[config.mk]
export PLATFORM = sky130hd
export DESIGN_NAME = rv32i_instr_encoder
export DESIGN_NICKNAME = d
export VERILOG_FILES = /design/src/rtl/rv32i_instr_encoder.sv
export SDC_FILE = /design/constraint.sdc
export NUM_CORES = 1
export LEC_CHECK = 0
export BUFFER_PORTS_ARGS = -buffer_cell sky130_fd_sc_hd__buf_2
export CORE_ASPECT_RATIO = 0.9
export CORE_MARGIN = 3
export CORE_UTILIZATION = 45
export CTS_CLUSTER_DIAMETER = 100
export DETAILED_ROUTE_END_ITERATION = 8
export GPL_ROUTABILITY_DRIVEN = 1
export GPL_TIMING_DRIVEN = 0
export HOLD_SLACK_MARGIN = 0.03
export PLACE_DENSITY = 0.8
export SYNTH_ARGS = -nofsm -noshare
export SYNTH_HDL_FRONTEND = slang
export SYNTH_SLANG_ARGS = --single-unit
[constraint.sdc]
create_clock -name clk -period 2.6 [get_ports clk]
set_clock_uncertainty 0.1 [all_clocks]
set_input_delay 0.78 -clock clk [delete_from_list [all_inputs] [get_ports clk]]
set_output_delay 0.78 -clock clk [all_outputs]
set_load 0.02 [all_outputs]
[src/rtl/rv32i_instr_encoder.sv]
// RV32I field-to-word encoder: legality-checks each request, packs it per instruction
// format and buffers the result in a small valid/ready FIFO with saturating counters.
module rv32i_instr_encoder #(
    parameter int unsigned DEPTH = 2,
    parameter int unsigned CNT_W = 16
) (
    input  logic             clk,
    input  logic             rst_n,
    input  logic             in_valid,
    output logic             in_ready,
    input  logic [6:0]       in_opcode,
    input  logic [4:0]       in_rd,
    input  logic [4:0]       in_rs1,
    input  logic [4:0]       in_rs2,
    input  logic [2:0]       in_funct3,
    input  logic             in_alt,
    input  logic [31:0]      in_imm,
    output logic             out_valid,
    input  logic             out_ready,
    output logic [31:0]      out_instr,
    output logic             out_illegal,
    output logic [CNT_W-1:0] encoded_count,
    output logic [CNT_W-1:0] illegal_count
);

    localparam int unsigned     PTR_W    = (DEPTH > 1) ? $clog2(DEPTH) : 1;
    localparam logic [PTR_W:0]  FULL_CNT = (PTR_W + 1)'(DEPTH);

    typedef enum logic [6:0] {
        OP_LUI   = 7'b0110111,
        OP_AUIPC = 7'b0010111,
        OP_JAL   = 7'b1101111,
        OP_JALR  = 7'b1100111,
        OP_BR    = 7'b1100011,
        OP_LOAD  = 7'b0000011,
        OP_STORE = 7'b0100011,
        OP_IMM   = 7'b0010011,
        OP_REG   = 7'b0110011
    } opcode_e;

    logic [31:0] enc_raw;
    logic [31:0] enc_word;
    logic        enc_illegal;
    logic [6:0]  funct7;
    logic        imm_i_ok;
    logic        imm_b_ok;
    logic        imm_j_ok;
    logic        is_shift;

    // Range checks: upper bits must all replicate the format's sign bit.
    always_comb begin
        funct7   = in_alt ? 7'h20 : 7'h00;
        imm_i_ok = (&in_imm[31:11]) || !(|in_imm[31:11]);
        imm_b_ok = ((&in_imm[31:12]) || !(|in_imm[31:12])) && !in_imm[0];
        imm_j_ok = ((&in_imm[31:20]) || !(|in_imm[31:20])) && !in_imm[0];
        is_shift = (in_funct3 == 3'b001) || (in_funct3 == 3'b101);
    end

    always_comb begin
        enc_raw     = '0;
        enc_illegal = 1'b0;
        case (opcode_e'(in_opcode))
            OP_LUI, OP_AUIPC: begin
                enc_raw     = {in_imm[31:12], in_rd, in_opcode};
                enc_illegal = in_alt || (|in_imm[11:0]);
            end
            OP_JAL: begin
                enc_raw     = {in_imm[20], in_imm[10:1], in_imm[11], in_imm[19:12], in_rd, in_opcode};
                enc_illegal = in_alt || !imm_j_ok;
            end
            OP_JALR: begin
                enc_raw     = {in_imm[11:0], in_rs1, in_funct3, in_rd, in_opcode};
                enc_illegal = in_alt || (in_funct3 != 3'b000) || !imm_i_ok;
            end
            OP_BR: begin
                enc_raw     = {in_imm[12], in_imm[10:5], in_rs2, in_rs1, in_funct3,
                               in_imm[4:1], in_imm[11], in_opcode};
                enc_illegal = in_alt || (in_funct3 == 3'b010) || (in_funct3 == 3'b011) || !imm_b_ok;
            end
            OP_LOAD: begin
                enc_raw     = {in_imm[11:0], in_rs1, in_funct3, in_rd, in_opcode};
                enc_illegal = in_alt || (in_funct3 == 3'b011) || (in_funct3 == 3'b110)
                              || (in_funct3 == 3'b111) || !imm_i_ok;
            end
            OP_STORE: begin
                enc_raw     = {in_imm[11:5], in_rs2, in_rs1, in_funct3, in_imm[4:0], in_opcode};
                enc_illegal = in_alt || (in_funct3 >= 3'b011) || !imm_i_ok;
            end
            OP_IMM: begin
                if (is_shift) begin
                    enc_raw     = {funct7, in_imm[4:0], in_rs1, in_funct3, in_rd, in_opcode};
                    enc_illegal = (in_alt && (in_funct3 != 3'b101)) || (|in_imm[31:5]);
                end else begin
                    enc_raw     = {in_imm[11:0], in_rs1, in_funct3, in_rd, in_opcode};
                    enc_illegal = in_alt || !imm_i_ok;
                end
            end
            OP_REG: begin
                enc_raw     = {funct7, in_rs2, in_rs1, in_funct3, in_rd, in_opcode};
                enc_illegal = in_alt && (in_funct3 != 3'b000) && (in_funct3 != 3'b101);
            end
            default: enc_illegal = 1'b1;
        endcase
        enc_word = enc_illegal ? '0 : enc_raw;
    end

    logic [31:0]      mem_instr [DEPTH];
    logic             mem_ill   [DEPTH];
    logic [PTR_W-1:0] wr_ptr;
    logic [PTR_W-1:0] rd_ptr;
    logic [PTR_W:0]   count;
    logic             full;
    logic             push;
    logic             pop;

    always_comb begin
        full      = (count == FULL_CNT);
        in_ready  = rst_n && !full;
        out_valid = (count != '0);
        push      = in_valid && in_ready;
        pop       = out_valid && out_ready;
    end

    assign out_instr   = mem_instr[rd_ptr];
    assign out_illegal = mem_ill[rd_ptr];

    always_ff @(posedge clk or negedge rst_n) begin
        if (!rst_n) begin
            for (int unsigned i = 0; i < DEPTH; i++) begin
                mem_instr[i] <= '0;
                mem_ill[i]   <= 1'b0;
            end
            wr_ptr        <= '0;
            rd_ptr        <= '0;
            count         <= '0;
            encoded_count <= '0;
            illegal_count <= '0;
        end else begin
            if (push) begin
                mem_instr[wr_ptr] <= enc_word;
                mem_ill[wr_ptr]   <= enc_illegal;
                wr_ptr            <= wr_ptr + PTR_W'(1);
                if (enc_illegal) begin
                    if (illegal_count != '1) illegal_count <= illegal_count + CNT_W'(1);
                end else begin
                    if (encoded_count != '1) encoded_count <= encoded_count + CNT_W'(1);
                end
            end
            if (pop) rd_ptr <= rd_ptr + PTR_W'(1);
            if (push && !pop)      count <= count + (PTR_W + 1)'(1);
            else if (pop && !push) count <= count - (PTR_W + 1)'(1);
        end
    end

endmodule

## After elaboration in Yosys (flattened, before gate mapping)

Index checks and enable logic that the tools add are counted.

| operators by class | value |
|---|---|
| magnitude comparators | 4 |
| $add $sub $neg | 6 |
| bitwise gates (word level) | 3 |
| reductions and logical operators | 55 |
| equality and inequality tests | 19 |
| mux-type cells | 20 |

Operator list:

| kind | count |
|---|---|
| case mux 32 bit (7 select lines) | 1 |
| 2-to-1 mux 32 bit | 6 |
| bitwise mux 64 bit | 1 |
| adder 16 x 1 -> 16 bit, second input constant | 2 |
| demux 32 bit (select 1 bit) | 1 |
| inequality test 16 bit, second input constant | 2 |
| OR reduction 27 bit | 1 |
| OR reduction 12 bit | 2 |
| equality test 7 x 6 -> 1 bit, second input constant | 3 |
| equality test 7 bit, second input constant | 3 |
| AND reduction 21 bit | 1 |
| OR reduction 21 bit | 1 |
| AND reduction 20 bit | 1 |
| OR reduction 20 bit | 1 |
| logical OR 1 bit | 19 |
| equality test 7 x 5 -> 1 bit, second input constant | 2 |
| AND reduction 12 bit | 1 |
| logical AND 1 bit | 11 |
| logical NOT 1 bit | 10 |
| equality test 3 bit, second input constant | 3 |
| case mux 1 bit (8 select lines) | 1 |
| equality test 7 x 2 -> 1 bit, second input constant | 1 |
| equality test 3 x 2 -> 1 bit, second input constant | 2 |
| 2-to-1 mux 6 bit | 1 |
| 19 further kinds | 30 |

| word-level totals | value |
|---|---|
| input bits | 62 |
| register bits after elaboration | 102 |
| output and inout bits | 67 |
| word-level logic and storage cells | 116 |

## Logic depth before layout (Yosys ltp)

| logic depth | value |
|---|---|
| depth in word-level cells | 9 |
| depth in mapped cells | 11 |
| depth with buffers taken out | 9 |

## Worst setup path before layout

Ideal clock, no wire load.

| path | value |
|---|---|
| path kind | input-to-reg |
| start point | in in_imm[16] |
| end point | reg illegal_count[1] |
| buffers on the path | 1 |
| stages | 8 |
| data required time | 2.375 ns |
| slack | -0.580 ns |
| arrival time | 2.955 ns |
| library setup time | 0.125 ns |
| cells stage by stage | or4_1 -> or3_1 -> o221a_1 -> a211oi_2 -> nand4_4 -> buf_6 -> nand2_1 -> mux2_2 |

| between the ends | value |
|---|---|
| longest elaborated chain between the ends | 8 |

Ends and longest elaborated chain:

| what | RTL line | source |
|---|---|---|
| start, declared | 17 | `input logic [31:0] in_imm,` |
| OR reduction 21 bit / OR reduction 20 bit (equally long branches) | 53, 54 |  |
| logical NOT 1 bit, on equally long branches | 53, 54 |  |
| logical OR 1 bit, on equally long branches | 53, 54 |  |
| logical NOT 1 bit / logical AND 1 bit (equally long branches) | n/a |  |
| logical OR 1 bit / logical NOT 1 bit (equally long branches) | 95, 78 |  |
| 2-to-1 mux 1 bit / logical OR 1 bit (equally long branches) | 90, 78 |  |
| case mux 1 bit (8 select lines) * | 62 | `case (opcode_e'(in_opcode))` |
| AND reduction 3 bit (no source line) * | n/a |  |
| end signal, assigned | 144 | `if (illegal_count != '1) illegal_count <= illegal_count + CNT_W'(1);` |
| end, declared | 23 | `output logic [CNT_W-1:0] illegal_count` |

Mark *: on every way between the ends. The rest lies on a longest branch, timed or not.
A chain may end at the register's enable or synchronous reset.

## Worst setup path after layout

| path | value |
|---|---|
| start point | in in_imm[13] |
| end point | reg mem_instr[50] in the netlist's numbering |

| between the ends | value |
|---|---|
| longest elaborated chain between the ends | 9 |

Ends and longest elaborated chain:

| what | RTL line | source |
|---|---|---|
| OR reduction 21 bit / OR reduction 20 bit (equally long branches) | 53, 54 |  |
| logical NOT 1 bit, on equally long branches | 53, 54 |  |
| logical OR 1 bit, on equally long branches | 53, 54 |  |
| logical NOT 1 bit / logical AND 1 bit (equally long branches) | n/a |  |
| logical OR 1 bit / logical NOT 1 bit (equally long branches) | 95, 78 |  |
| 2-to-1 mux 1 bit / logical OR 1 bit (equally long branches) | 90, 78 |  |
| case mux 1 bit (8 select lines) * | 62 |  |
| 2-to-1 mux 32 bit * | 104 | `enc_word = enc_illegal ? '0 : enc_raw;` |
| bitwise mux 64 bit * | 140 | `mem_instr[wr_ptr] <= enc_word;` |
| end signal, assigned by index | 140 |  |
| end, declared | 107 | `logic [31:0] mem_instr [DEPTH];` |

Marks and branches as above.

==> flow_summary.json <==
{
  "yosysTopAreaCell": "dfrtp_1",
  "routed_wl_microns": 17200,
  "grt_pass1_wl_microns": 26900,
  "r2r-start": "encoded_count[0]$_DFFE_PN0P_",
  "crit_type": "input port to flop",
  "track_usage_pct": 24.8,
  "outcome": "finished with violations",
  "r2r-end": "encoded_count[12]$_DFFE_PN0P_",
  "start_util_pct": 47.3,
  "ir_worst_vdd_uv": 480,
  "cts_tree": "done",
  "reg2regPathDepth": 7,
  "p_sw_share_pct": 33.1,
  "syn_inst": 562,
  "crit_start": "in_imm[13]",
  "finalSetupViolations": 98,
  "synthMostInstantiatedCell": "dfrtp_1",
  "async_flop_share_pct": 100,
  "end_kind": "flop",
  "cts.sinks": 102,
  "antenna_left": 0,
  "power_switching_mw": 1.46,
  "layout.nets": 776,
  "startpoint_type": "input port",
  "worst_slew_pin_slew_ns": 0.795,
  "yosysSeqAreaShare_pct": 45.9,
  "wire_per_inst_microns": 19.8,
  "max_freq_mhz": 321,
  "synth_fp_nets": 627,
  "dr.pass1.iters": 9,
  "timing.slew.headroom_pct": 47.0,
  "synthTopCellsByArea": "dfrtp_1 46%, mux2_2 8.9%, nand2_1 5.5%",
  "finalSetupTns_ns": -38.57,
  "hold_viol_final": 0,
  "p_comb_share_pct": 26.7,
  "ctsHoldBuffers": 0,
  "ctsHtreeMaxLevel": 3,
  "power_density_mw_per_mm2": 590,
  "grt_pass1_vias": 5166,
  "cts-root-buf": "clkbuf_16",
  "ys_types": 55,
  "first_iter_violations": 423,
  "fill_cells": 940,
  "p_clk_share_pct": 31.8,
  "grt_max_degree": 45,
  "dieWidth_microns": 123,
  "setup_slack_ns": -0.511,
  "die-area_sq_mm": 0.0137,
  "gp_congestion": 0.933,
  "fin_crit_ns": 3.11,
  "clk_path_buf_depth": 2,
  "power.total_mw": 4.42,
  "area.growth.synth_to_final_pct": 34.7,
  "dpl_worst_slack_ns": -1.12,
  "drc": 0,
  "synth_top_area_share_pct": 45.9,
  "maxCapViolCount": 0,
  "leakage_nw": 3.57,
  "drive_gt1_share_pct": 41.0,
  "synth-edff-count": 0,
  "synth_commonest_cells": "102 x dfrtp_1, 81 x nand2_1, 44 x mux2_2",
  "power.internal_mw": 2.96,
  "hpwl_microns": 12200,
  "n_antenna_cell": 0,
  "slew_viol_final": 0,
  "pin_count": 129,
  "avgSynthCellArea_sq_um": 9.90,
  "cp_max_fo": 5,
  "utilization_pct": 63.8,
  "clock_latency_ns": 0.35,
  "violations": "negative setup slack",
  "vias_per_cell": 5.90,
  "required_ns": 2.77,
  "coreArea_sq_mm": 0.0118,
  "path_clk_slew_ns": 0.07,
  "hold_path.class": "input port to asynchronous set/reset pin",
  "top_usage_layer": "met2",
  "instances_no_fill": 871,
  "finalCritPeriodShare_pct": 120,
  "fp.dieH_microns": 112,
  "antenna_found_initial": 0,
  "synth_seq_cells": 102,
  "reg2reg_setup_slack_ns": -0.11,
  "port-buffer-count": 126,
  "crit_arrival_ns": 3.28,
  "rows": 37,
  "rsz0062_at_grt": "yes",
  "power_frac_seq_pct": 41.5,
  "use_met1_pct": 34.5,
  "globalRouteMet3Util_pct": 4.88,
  "ys.flop_type": "dfrtp_1",
  "yosys_warnings": 0,
  "overflow": 0,
  "cts_buffers": 9,
  "place_inst": 845,
  "met2_usage_pct": 39.4,
  "vias": 5138,
  "crit_end": "mem_instr[50]$_DFFE_PN0P_",
  "syn_area_sq_mm": 0.00557
}
-- kinds of logic (layout without fill, tap and decap cells) --
group | count (synthesis) | after routing | synth area share (%)
adder cells (fa/ha/maj) | 3 | 3 | 0.675
AND/OR/NAND/NOR | 214 | 214 | 20.8
AO/OA/AOI/OAI | 118 | 118 | 14.6
buffers and inverters | 46 | 199 | 3.57
XOR/XNOR | 35 | 35 | 5.51
multiplexers | 44 | 44 | 8.90
flip-flops | 102 | 102 | 45.9
-- metrics by stage --
stage / hold WS [ns] / area (sq um)
global route: 0.171 / 7500
finish: 0.166 / 7500
floorplan: 0.343 / 5680
global placement: 0.355 / 6500
CTS: 0.189 / 7230
detailed placement: 0.360 / 6530
-- flip-flops by register name, summed over array words and instances (netlist names) --
signal and flops:
illegal_count 16, mem_instr 64, rd_ptr 1, count 2, encoded_count 16, mem_ill 2
wr_ptr 1
-- layout by cell type, fill, tap and decap left out, types with 5 or more instances in the layout --
cell and instances:
a22oi_1 20, dfrtp_1 101, xor2_1 14, nand4_1 15
and2_1 5, nand2_1 79, o31ai_2 21, nor4_4 6
clkbuf_16 10, o21ai_2 10, and3_1 9, nor2_1 21
nand3_1 17, a222oi_1 5, clkbuf_2 7, o21ai_1 20
o21ai_0 8, buf_6 12, clkbuf_1 14, inv_1 10
buf_2 123, xnor2_1 18, o31ai_1 5, mux2_2 42
nor3_1 5, or2_1 9
-- critical path, cell delays in order --
cell,delay [ns]
buf_8,0.10
or4_4,0.54
or3_4,0.41
o221a_1,0.26
a211oi_2,0.24
nand4_4,0.22
buf_6,0.21
buf_12,0.13
or2_4,0.24
o21ai_2,0.15
-- power by group through the flow --
| stage | sequential [mW] | clock, mW | combinational [mW] |
|---|---|---|---|
| 2_1_floorplan | 1.87 | 0 | 0.617 |
| 3_3_place_gp | 1.82 | 0 | 1.04 |
| 3_5_place_dp | 1.83 | 0 | 1.07 |
| 4_1_cts | 1.82 | 1.41 | 1.12 |
| 5_1_grt | 1.85 | 1.48 | 1.26 |
| 6_report | 1.83 | 1.41 | 1.18 |
-- worst min path at each step --
stage	start	to	slack (ns)	cells past startpoint
2_1_floorplan	mem_instr[20]$_DFFE_PN0P_	mem_instr[20]$_DFFE_PN0P_	0.34	2
3_3_place_gp	mem_instr[25]$_DFFE_PN0P_	mem_instr[25]$_DFFE_PN0P_	0.35	2
3_5_place_dp	mem_instr[25]$_DFFE_PN0P_	mem_instr[25]$_DFFE_PN0P_	0.36	2
4_1_cts	rst_n	mem_instr[26]$_DFFE_PN0P_	0.19	1
5_1_grt	rst_n	mem_instr[26]$_DFFE_PN0P_	0.17	1
6_report	rst_n	mem_instr[26]$_DFFE_PN0P_	0.17	1
-- repair_timing --
item                                    in CTS  in global routing
setup buffers                                9                  2
gates resized for setup                     69                 54
endpoints found under the setup margin     131                106
cloned                                       2                  1
pin swaps                                   15                 12
-- layout make-up --
type | count | area, sq um | share of cell area [%]
clock inverters | 4 | 53.8 | 0.718
flip-flops and latches | 102 | 2550 | 34.1
well taps | 156 | 195 | 2.60
repair buffers | 141 | 903 | 12.0
multi-input cells | 414 | 3260 | 43.4
clock buffers | 11 | 253 | 3.37
plain buffers | 33 | 245 | 3.27
inverters | 10 | 37.5 | 0.501
-- layer usage --
metal | vias up | part of all wire, %
met5 | - | 0
met4 | 0 | 2.2
met3 | 36 | 6.9
met2 | 221 | 48
met1 | 2542 | 43
li1 | 2339 | -
No activity file was read; power rests on OpenSTA's default activity.
